**src/rtl/alu_cmd_seq_if.sv**
```systemverilog
// ============================================================================
// Module   : alu_cmd_seq_if
// Brief    : Command, ALU-drive and result bundle for alu_cmd_seq.
// Revision : 1.0
// ============================================================================
`default_nettype none

interface alu_cmd_seq_if;
    logic       in_valid;
    logic       in_ready;
    logic [3:0] in_ctrl;
    logic [7:0] in_a;
    logic [7:0] in_b;

    logic [7:0] ALU_src1;
    logic [7:0] ALU_src2;
    logic       Ainvert;
    logic       Binvert;
    logic [1:0] op;
    logic [7:0] alu_result;
    logic       alu_zero;
    logic       alu_overflow;

    logic       out_valid;
    logic       out_ready;
    logic [7:0] out_result;
    logic       out_zero;
    logic       out_overflow;
    logic       out_err;

    // Sequencer side.
    modport slave (
        input  in_valid, in_ctrl, in_a, in_b,
        output in_ready,
        output ALU_src1, ALU_src2, Ainvert, Binvert, op,
        input  alu_result, alu_zero, alu_overflow,
        output out_valid, out_result, out_zero, out_overflow, out_err,
        input  out_ready
    );

    // Environment side: command source, ALU and result sink.
    modport master (
        output in_valid, in_ctrl, in_a, in_b,
        input  in_ready,
        input  ALU_src1, ALU_src2, Ainvert, Binvert, op,
        output alu_result, alu_zero, alu_overflow,
        input  out_valid, out_result, out_zero, out_overflow, out_err,
        output out_ready
    );
endinterface

`default_nettype wire

```
**src/rtl/alu_cmd_seq.sv**
```systemverilog
// ============================================================================
// Module   : alu_cmd_seq
// Brief    : IDLE/EXEC/DONE command sequencer feeding an 8-bit ripple ALU.
//            Optional saturating overflow counter: ALU_CMD_SEQ_OVF_CNT_EN.
// Revision : 1.0
// ============================================================================
`default_nettype none

module alu_cmd_seq (
    input  logic              clk,
    input  logic              rst,
    alu_cmd_seq_if.slave      bus
`ifdef ALU_CMD_SEQ_OVF_CNT_EN
    ,
    output logic [7:0]        ovf_count
`endif
);

    typedef enum logic [1:0] {
        S_IDLE = 2'd0,
        S_EXEC = 2'd1,
        S_DONE = 2'd2
    } state_t;

    state_t     r_state_q,   w_state_d;
    logic [7:0] r_src1_q,    w_src1_d;
    logic [7:0] r_src2_q,    w_src2_d;
    logic       r_ainv_q,    w_ainv_d;
    logic       r_binv_q,    w_binv_d;
    logic [1:0] r_op_q,      w_op_d;
    logic       r_arith_q,   w_arith_d;
    logic       r_err_q,     w_err_d;
    logic [7:0] r_res_q,     w_res_d;
    logic       r_zero_q,    w_zero_d;
    logic       r_ovf_q,     w_ovf_d;
    logic       r_oerr_q,    w_oerr_d;

    logic       w_dec_ainv;
    logic       w_dec_binv;
    logic [1:0] w_dec_op;
    logic       w_dec_arith;
    logic       w_dec_err;

    // Control-code decode; illegal codes fall back to AND drive with err set.
    always_comb begin
        w_dec_ainv  = 1'b0;
        w_dec_binv  = 1'b0;
        w_dec_op    = 2'b00;
        w_dec_arith = 1'b0;
        w_dec_err   = 1'b0;
        case (bus.in_ctrl)
            4'b0000: ;
            4'b0001: w_dec_op = 2'b01;
            4'b0010: begin
                w_dec_op    = 2'b10;
                w_dec_arith = 1'b1;
            end
            4'b0110: begin
                w_dec_binv  = 1'b1;
                w_dec_op    = 2'b10;
                w_dec_arith = 1'b1;
            end
            4'b0111: begin
                w_dec_binv = 1'b1;
                w_dec_op   = 2'b11;
            end
            4'b1100: begin
                w_dec_ainv = 1'b1;
                w_dec_binv = 1'b1;
            end
            default: w_dec_err = 1'b1;
        endcase
    end

    always_comb begin
        w_state_d = r_state_q;
        w_src1_d  = r_src1_q;
        w_src2_d  = r_src2_q;
        w_ainv_d  = r_ainv_q;
        w_binv_d  = r_binv_q;
        w_op_d    = r_op_q;
        w_arith_d = r_arith_q;
        w_err_d   = r_err_q;
        w_res_d   = r_res_q;
        w_zero_d  = r_zero_q;
        w_ovf_d   = r_ovf_q;
        w_oerr_d  = r_oerr_q;
        case (r_state_q)
            S_IDLE: begin
                if (bus.in_valid) begin
                    w_src1_d  = bus.in_a;
                    w_src2_d  = bus.in_b;
                    w_ainv_d  = w_dec_ainv;
                    w_binv_d  = w_dec_binv;
                    w_op_d    = w_dec_op;
                    w_arith_d = w_dec_arith;
                    w_err_d   = w_dec_err;
                    w_state_d = S_EXEC;
                end
            end
            S_EXEC: begin
                // The ALU only produces meaningful overflow for ADD/SUB.
                if (r_err_q) begin
                    w_res_d  = 8'h00;
                    w_zero_d = 1'b0;
                    w_ovf_d  = 1'b0;
                end else begin
                    w_res_d  = bus.alu_result;
                    w_zero_d = bus.alu_zero;
                    w_ovf_d  = bus.alu_overflow & r_arith_q;
                end
                w_oerr_d  = r_err_q;
                w_state_d = S_DONE;
            end
            S_DONE: begin
                if (bus.out_ready) begin
                    w_state_d = S_IDLE;
                end
            end
            default: w_state_d = S_IDLE;
        endcase
    end

    always_ff @(posedge clk or posedge rst) begin
        if (rst) begin
            r_state_q <= S_IDLE;
            r_src1_q  <= 8'h00;
            r_src2_q  <= 8'h00;
            r_ainv_q  <= 1'b0;
            r_binv_q  <= 1'b0;
            r_op_q    <= 2'b00;
            r_arith_q <= 1'b0;
            r_err_q   <= 1'b0;
            r_res_q   <= 8'h00;
            r_zero_q  <= 1'b0;
            r_ovf_q   <= 1'b0;
            r_oerr_q  <= 1'b0;
        end else begin
            r_state_q <= w_state_d;
            r_src1_q  <= w_src1_d;
            r_src2_q  <= w_src2_d;
            r_ainv_q  <= w_ainv_d;
            r_binv_q  <= w_binv_d;
            r_op_q    <= w_op_d;
            r_arith_q <= w_arith_d;
            r_err_q   <= w_err_d;
            r_res_q   <= w_res_d;
            r_zero_q  <= w_zero_d;
            r_ovf_q   <= w_ovf_d;
            r_oerr_q  <= w_oerr_d;
        end
    end

`ifdef ALU_CMD_SEQ_OVF_CNT_EN
    logic [7:0] r_ovf_cnt_q, w_ovf_cnt_d;

    // Saturating count of genuine arithmetic overflows seen at capture.
    always_comb begin
        w_ovf_cnt_d = r_ovf_cnt_q;
        if ((r_state_q == S_EXEC) && !r_err_q && r_arith_q && bus.alu_overflow
            && (r_ovf_cnt_q != 8'hFF)) begin
            w_ovf_cnt_d = r_ovf_cnt_q + 8'd1;
        end
    end

    always_ff @(posedge clk or posedge rst) begin
        if (rst) begin
            r_ovf_cnt_q <= 8'h00;
        end else begin
            r_ovf_cnt_q <= w_ovf_cnt_d;
        end
    end

    assign ovf_count = r_ovf_cnt_q;
`endif

    assign bus.in_ready     = (r_state_q == S_IDLE);
    assign bus.out_valid    = (r_state_q == S_DONE);
    assign bus.ALU_src1     = r_src1_q;
    assign bus.ALU_src2     = r_src2_q;
    assign bus.Ainvert      = r_ainv_q;
    assign bus.Binvert      = r_binv_q;
    assign bus.op           = r_op_q;
    assign bus.out_result   = r_res_q;
    assign bus.out_zero     = r_zero_q;
    assign bus.out_overflow = r_ovf_q;
    assign bus.out_err      = r_oerr_q;

endmodule

`default_nettype wire

```
**src/flat_wrapper.sv**
```systemverilog
// flat-port wrapper written by rule: the top's interface ports become plain ports
module alu_cmd_seq_flat 
  (clk, rst, bus_in_valid, bus_in_ctrl, bus_in_a, bus_in_b, bus_in_ready, bus_ALU_src1, bus_ALU_src2, bus_Ainvert, bus_Binvert, bus_op, bus_alu_result, bus_alu_zero, bus_alu_overflow, bus_out_valid, bus_out_result, bus_out_zero, bus_out_overflow, bus_out_err, bus_out_ready);
  alu_cmd_seq_if bus_i ();
  input  logic clk;
  input  logic rst;
  input wire logic [$bits(bus_i.in_valid)-1:0] bus_in_valid;
  input wire logic [$bits(bus_i.in_ctrl)-1:0] bus_in_ctrl;
  input wire logic [$bits(bus_i.in_a)-1:0] bus_in_a;
  input wire logic [$bits(bus_i.in_b)-1:0] bus_in_b;
  output wire logic [$bits(bus_i.in_ready)-1:0] bus_in_ready;
  output wire logic [$bits(bus_i.ALU_src1)-1:0] bus_ALU_src1;
  output wire logic [$bits(bus_i.ALU_src2)-1:0] bus_ALU_src2;
  output wire logic [$bits(bus_i.Ainvert)-1:0] bus_Ainvert;
  output wire logic [$bits(bus_i.Binvert)-1:0] bus_Binvert;
  output wire logic [$bits(bus_i.op)-1:0] bus_op;
  input wire logic [$bits(bus_i.alu_result)-1:0] bus_alu_result;
  input wire logic [$bits(bus_i.alu_zero)-1:0] bus_alu_zero;
  input wire logic [$bits(bus_i.alu_overflow)-1:0] bus_alu_overflow;
  output wire logic [$bits(bus_i.out_valid)-1:0] bus_out_valid;
  output wire logic [$bits(bus_i.out_result)-1:0] bus_out_result;
  output wire logic [$bits(bus_i.out_zero)-1:0] bus_out_zero;
  output wire logic [$bits(bus_i.out_overflow)-1:0] bus_out_overflow;
  output wire logic [$bits(bus_i.out_err)-1:0] bus_out_err;
  input wire logic [$bits(bus_i.out_ready)-1:0] bus_out_ready;
  assign bus_i.in_valid = bus_in_valid;
  assign bus_i.in_ctrl = bus_in_ctrl;
  assign bus_i.in_a = bus_in_a;
  assign bus_i.in_b = bus_in_b;
  assign bus_in_ready = bus_i.in_ready;
  assign bus_ALU_src1 = bus_i.ALU_src1;
  assign bus_ALU_src2 = bus_i.ALU_src2;
  assign bus_Ainvert = bus_i.Ainvert;
  assign bus_Binvert = bus_i.Binvert;
  assign bus_op = bus_i.op;
  assign bus_i.alu_result = bus_alu_result;
  assign bus_i.alu_zero = bus_alu_zero;
  assign bus_i.alu_overflow = bus_alu_overflow;
  assign bus_out_valid = bus_i.out_valid;
  assign bus_out_result = bus_i.out_result;
  assign bus_out_zero = bus_i.out_zero;
  assign bus_out_overflow = bus_i.out_overflow;
  assign bus_out_err = bus_i.out_err;
  assign bus_i.out_ready = bus_out_ready;
  alu_cmd_seq u_core (.clk(clk), .rst(rst), .bus(bus_i));
endmodule
```
**config.mk**
```make
export PLATFORM = sky130hd
export DESIGN_NAME = alu_cmd_seq_flat
export DESIGN_NICKNAME = d
export VERILOG_FILES = /design/src/rtl/alu_cmd_seq_if.sv /design/src/rtl/alu_cmd_seq.sv /design/src/flat_wrapper.sv
export SDC_FILE = /design/constraint.sdc
export NUM_CORES = 1
export LEC_CHECK = 0
export CAP_MARGIN = 5
export CELL_PAD_IN_SITES_DETAIL_PLACEMENT = 0
export CELL_PAD_IN_SITES_GLOBAL_PLACEMENT = 2
export CORE_MARGIN = 8
export CORE_UTILIZATION = 25
export DETAILED_ROUTE_END_ITERATION = 8
export PLACE_DENSITY_LB_ADDON = 0.1
export SLEW_MARGIN = 0
export SYNTH_ARGS = -nofsm -noshare
export SYNTH_HDL_FRONTEND = slang
export SYNTH_SLANG_ARGS = --single-unit
```
**constraint.sdc**
```tcl
create_clock -name clk -period 1.8 [get_ports clk]
set_input_delay 0.45 -clock clk [delete_from_list [all_inputs] [get_ports clk]]
set_output_delay 0.45 -clock clk [all_outputs]
set_load 0.1 [all_outputs]
```
Word-level counts from Yosys, hierarchy flattened:

Cells that the tools add are included.

* register bits: 35
* input port bits: 34
* output and inout bits: 33
* logic and storage cells: 40

* equality and inequality tests: 9
* mux-type cells: 11
* bitwise gates (word level): 1
* reductions and logical operators: 7

Operator list (number)
* 2-bit one-hot mux with 3 select lines: 2
* 4-bit by 3-bit equality test with 1-bit output (second input constant): 2
* 8-bit 2-to-1 mux: 1
* 1-bit 2-to-1 mux: 6
* 6-bit OR reduction: 1
* 4-bit by 1-bit equality test with 1-bit output (second input constant): 1
* 4-bit by 2-bit equality test with 1-bit output (second input constant): 1
* 4-bit equality test (second input constant): 1
* 4-bit logical NOT: 1
* 2-bit 2-to-1 mux: 2
* 2-bit AND reduction: 2
* 3-bit OR reduction: 1
* 2-bit by 1-bit equality test with 1-bit output (second input constant): 1
* 2-bit equality test (second input constant): 1
* 2-bit logical NOT: 1
* 2-bit by 1-bit inequality test with 1-bit output (second input constant): 1
* 2-bit inequality test (second input constant): 1
* 2-bit OR reduction: 1
* 1-bit bitwise AND: 1

Depth between registers and ports, before layout:

* depth in word-level cells: 3
* gate-level depth with buffers: 5
* depth with buffers taken out: 3

Least setup slack after synthesis:

OpenSTA, ideal clock, no wires.

* kind: register -> output
* start: register u_core.r_state_q[1]
* end: output bus_in_ready
* data arrival time: 1639 ps
* required time: 1350 ps
* path slack: -289 ps
* cell stages (with the launch flop): 2
* buffers on the path: 0
* cells stage by stage: dfrtp_1 -> nor2_1

* longest elaborated chain between the ends: 1

Ends and longest elaborated chain
* start, declared: RTL line alu_cmd_seq.sv:25 `state_t r_state_q, w_state_d;`
* start signal, assigned: RTL line alu_cmd_seq.sv:139 `r_state_q <= w_state_d;`
* 2-bit logical NOT: RTL line alu_cmd_seq.sv:177 `assign bus.in_ready = (r_state_q == S_IDLE);`
* end, declared: RTL line flat_wrapper.sv:11 `output wire logic [$bits(bus_i.in_ready)-1:0] bus_in_ready;`

Every way passes these cells.

Worst setup path after layout:

* start: input bus_in_valid
* end: register u_core.r_src1_q[5], in the netlist u_core.bus.ALU_src1[5]

* longest elaborated chain between the ends: 1

Ends and longest elaborated chain
* start, declared: RTL line flat_wrapper.sv:7 `input wire logic [$bits(bus_i.in_valid)-1:0] bus_in_valid;`
* 2-bit AND reduction (no line)
* end signal, assigned: RTL line alu_cmd_seq.sv:140 `r_src1_q <= w_src1_d;`
* end, declared: RTL line alu_cmd_seq.sv:26 `logic [7:0] r_src1_q, w_src1_d;`

Every way passes these cells.
A chain may end at the register's enable or synchronous reset.

==> results.cfg <==
[logic_synthesis]
synth_warnings = 0
synthCells = 115
yosysUniqueCellTypes = 23
synth-seq-cells = 35
synth_nets = 149
yosysSeqAreaShare_pct = 59.0
synthesis.area_mm2 = 0.00149
avgSynthCellArea_um2 = 12.9
yosys-top-cells-area = dfrtp_1 59%, mux2_4 12%, o21ai_0 4.7%
synth.top_cell.area_share_pct = 59.0
yosysTopAreaCell = dfrtp_1

[floorplan]
io_pins = 67
chipWidth_um = 93.1
rows = 28
die_h_um = 93.1
initial_core_util_pct = 25.5
dieArea_mm2 = 0.00866
core_area_mm2 = 0.00582

[worst_hold_path]
hp-class = reg -> reg
min_from = u_core.bus.out_result[2]
hold_depth = 2
min_to = u_core.bus.out_result[2]

[clock_network]
root_buffer = clkbuf_8
htreeDepth = 2
cts_resized = 0
cts_tree = built
insertion_delay_ns = 0.28
clkTransAtPathRegs_ns = 0.07
cts.sinks = 35
cts_buffer_depth = 2
cts_buffers = 5
cts_hold_buf = 0
postCtsSetupBuffers = 0

[timing]
period_needed_ns = 1.72
setup_violations = 0
worstMarginPinSlew_ns = 0.448
fin_skew_ns = 0.00599
rsz0062_at_grt = false
layout_setup_ws_ns = 0.0829
finalCritPeriodShare_pct = 95.4
slew_viol_final = 0
max_slew_margin_pct = 70.2
hold_violations = 0
max_freq_ghz = 0.582

[placement]
place_ws_ns = -0.228
port_buffers = 66
hpwl_um = 3060
gp_congestion = 0.652

[worst_setup_path]
cpPeakStageDelay_ns = 0.45
cp.arrival_ns = 1.88
crit_required_ns = 1.96
worstReg2RegStart = u_core.r_state_q[1]
r2r_slack_ns = 0.26
critical_path_class = in -> reg
path_cells = clkdlybuf4s50_1 > or3b_1 > buf_4 > mux2_4
path_max_fanout = 7
crit_slowest_cell = clkdlybuf4s50_1
start_kind = input port
cp-end-kind = flop
r2r_end = u_core.bus.ALU_src1[5]
reg2reg_depth = 3

[drt]
via_per_inst = 4.21
drt_wl_total_um = 3890
drt-pass1-iter-count = 4
drtIter0Drc = 19
dr_total_vias = 1116
wl_per_cell_um = 14.7
antenna_left = 0
drc = 0

[final_layout]
fillers = 575
fin_nets = 223
drive_gt1_share_pct = 35.3
layout_commonest_cell = dfrtp_1
multi_input_area_um2 = 543
area_growth_pct = 78.6
antenna_cells = 0
final_cell_mix = 35 x dfrtp_1, 33 x clkdlybuf4s50_1, 33 x buf_12
regArea_um2 = 876

[global_route]
antenna_found_initial = 0
grt_max_degree = 36
grt_pass1_vias = 1279
grt_remaining_overflow = 0
track_usage_pct = 9.64
grt_pass1_wl_um = 6530

[status]
status = finished clean

[job]
cap_viol_max_count = 0
## sequential cells by signal, indices dropped and copies added (netlist names)
| register | count |
|---|---|
| u_core.bus.ALU_src1 | 8 |
| u_core.bus.ALU_src2 | 8 |
| u_core.bus.Ainvert | 1 |
| u_core.bus.Binvert | 1 |
| u_core.bus.op | 2 |
| u_core.bus.out_err | 1 |
| u_core.bus.out_overflow | 1 |
| u_core.bus.out_result | 8 |
| u_core.bus.out_zero | 1 |
| u_core.r_arith_q | 1 |
| u_core.r_err_q | 1 |
| u_core.r_state_q | 2 |
## final cells by class
type / instances / share of cell area [%]
Inverter: 4 / 0.566
Sequential cell: 35 / 33.0
Timing Repair Buffer: 73 / 39.3
Tap cell: 75 / 3.54
Clock buffer: 7 / 2.88
Multi-Input combinational cell: 70 / 20.5
Clock inverter: 1 / 0.189
## synth_stat cells (all sizes together)
library cell	count
a31o	1
o21a	1
o31ai	1
o41ai	1
nand3b	1
mux2	18
a211oi	1
dfrtp	35
and2	1
o21ai	14
nor3b	1
nor2	1
clkbuf	3
inv	4
xor2	1
or2b	1
nand2b	10
buf	3
or3b	1
nand2	15
nor2b	1
## critical path: cells and delay by family
family / cells / cell delay [ns]
muxes: 1 / 0.30
buffers and inverters: 2 / 0.68
and+or+nand+nor: 1 / 0.45
## per-stage QoR
step / cells / setup TNS [ns] / instance area [µm²] / hold slack [ns] / utilization [%]
global route: 265 / 0 / 2650 / 0.567 / 45.6
finish: 265 / 0 / 2650 / 0.540 / 45.6
global placement: 257 / -3.39 / 2570 / 0.522 / 44.2
CTS: 265 / 0 / 2650 / 0.547 / 45.6
floorplan: 115 / 0 / 1490 / 0.514 / -
detailed placement: 257 / -3.79 / 2570 / 0.530 / 44.2
## worst max-delay path by stage
stage | startpoint | end | slack [ns] | depth (start not counted)
after floorplan | u_core.r_state_q[0] | bus_out_valid | 0.14 | 2
after global placement | bus_in_valid | u_core.bus.ALU_src2[0] | -0.20 | 4
after detailed placement | bus_in_valid | u_core.bus.ALU_src2[1] | -0.23 | 4
after CTS | bus_in_valid | u_core.bus.ALU_src1[5] | 0.08 | 4
after global routing | bus_in_valid | u_core.bus.ALU_src1[7] | 0.05 | 4
final | bus_in_valid | u_core.bus.ALU_src1[5] | 0.08 | 4
## logic make-up (layout without fill, tap and decap cells)
family	after synthesis	count (layout)	share of synthesized area, %
flops	35	35	59.0
simple gates	32	32	11.2
compound gates	19	19	7.92
mux	18	18	16.7
buf+inv	10	85	4.63
xor+xnor	1	1	0.590
## metal layers
metal | track usage (%) | wire [µm] | vias up
met2 | 16.5 | 2010 | 36
li1 | - | - | 530
met4 | 3.62 | 42 | 0
met3 | 4.17 | 283 | 5
met5 | 0 | 0 | -
met1 | 10.3 | 1550 | 545
Power is left out: the tool's default activity adds up to more than one toggle a clock period on the data nets, which glitch-free logic cannot reach.
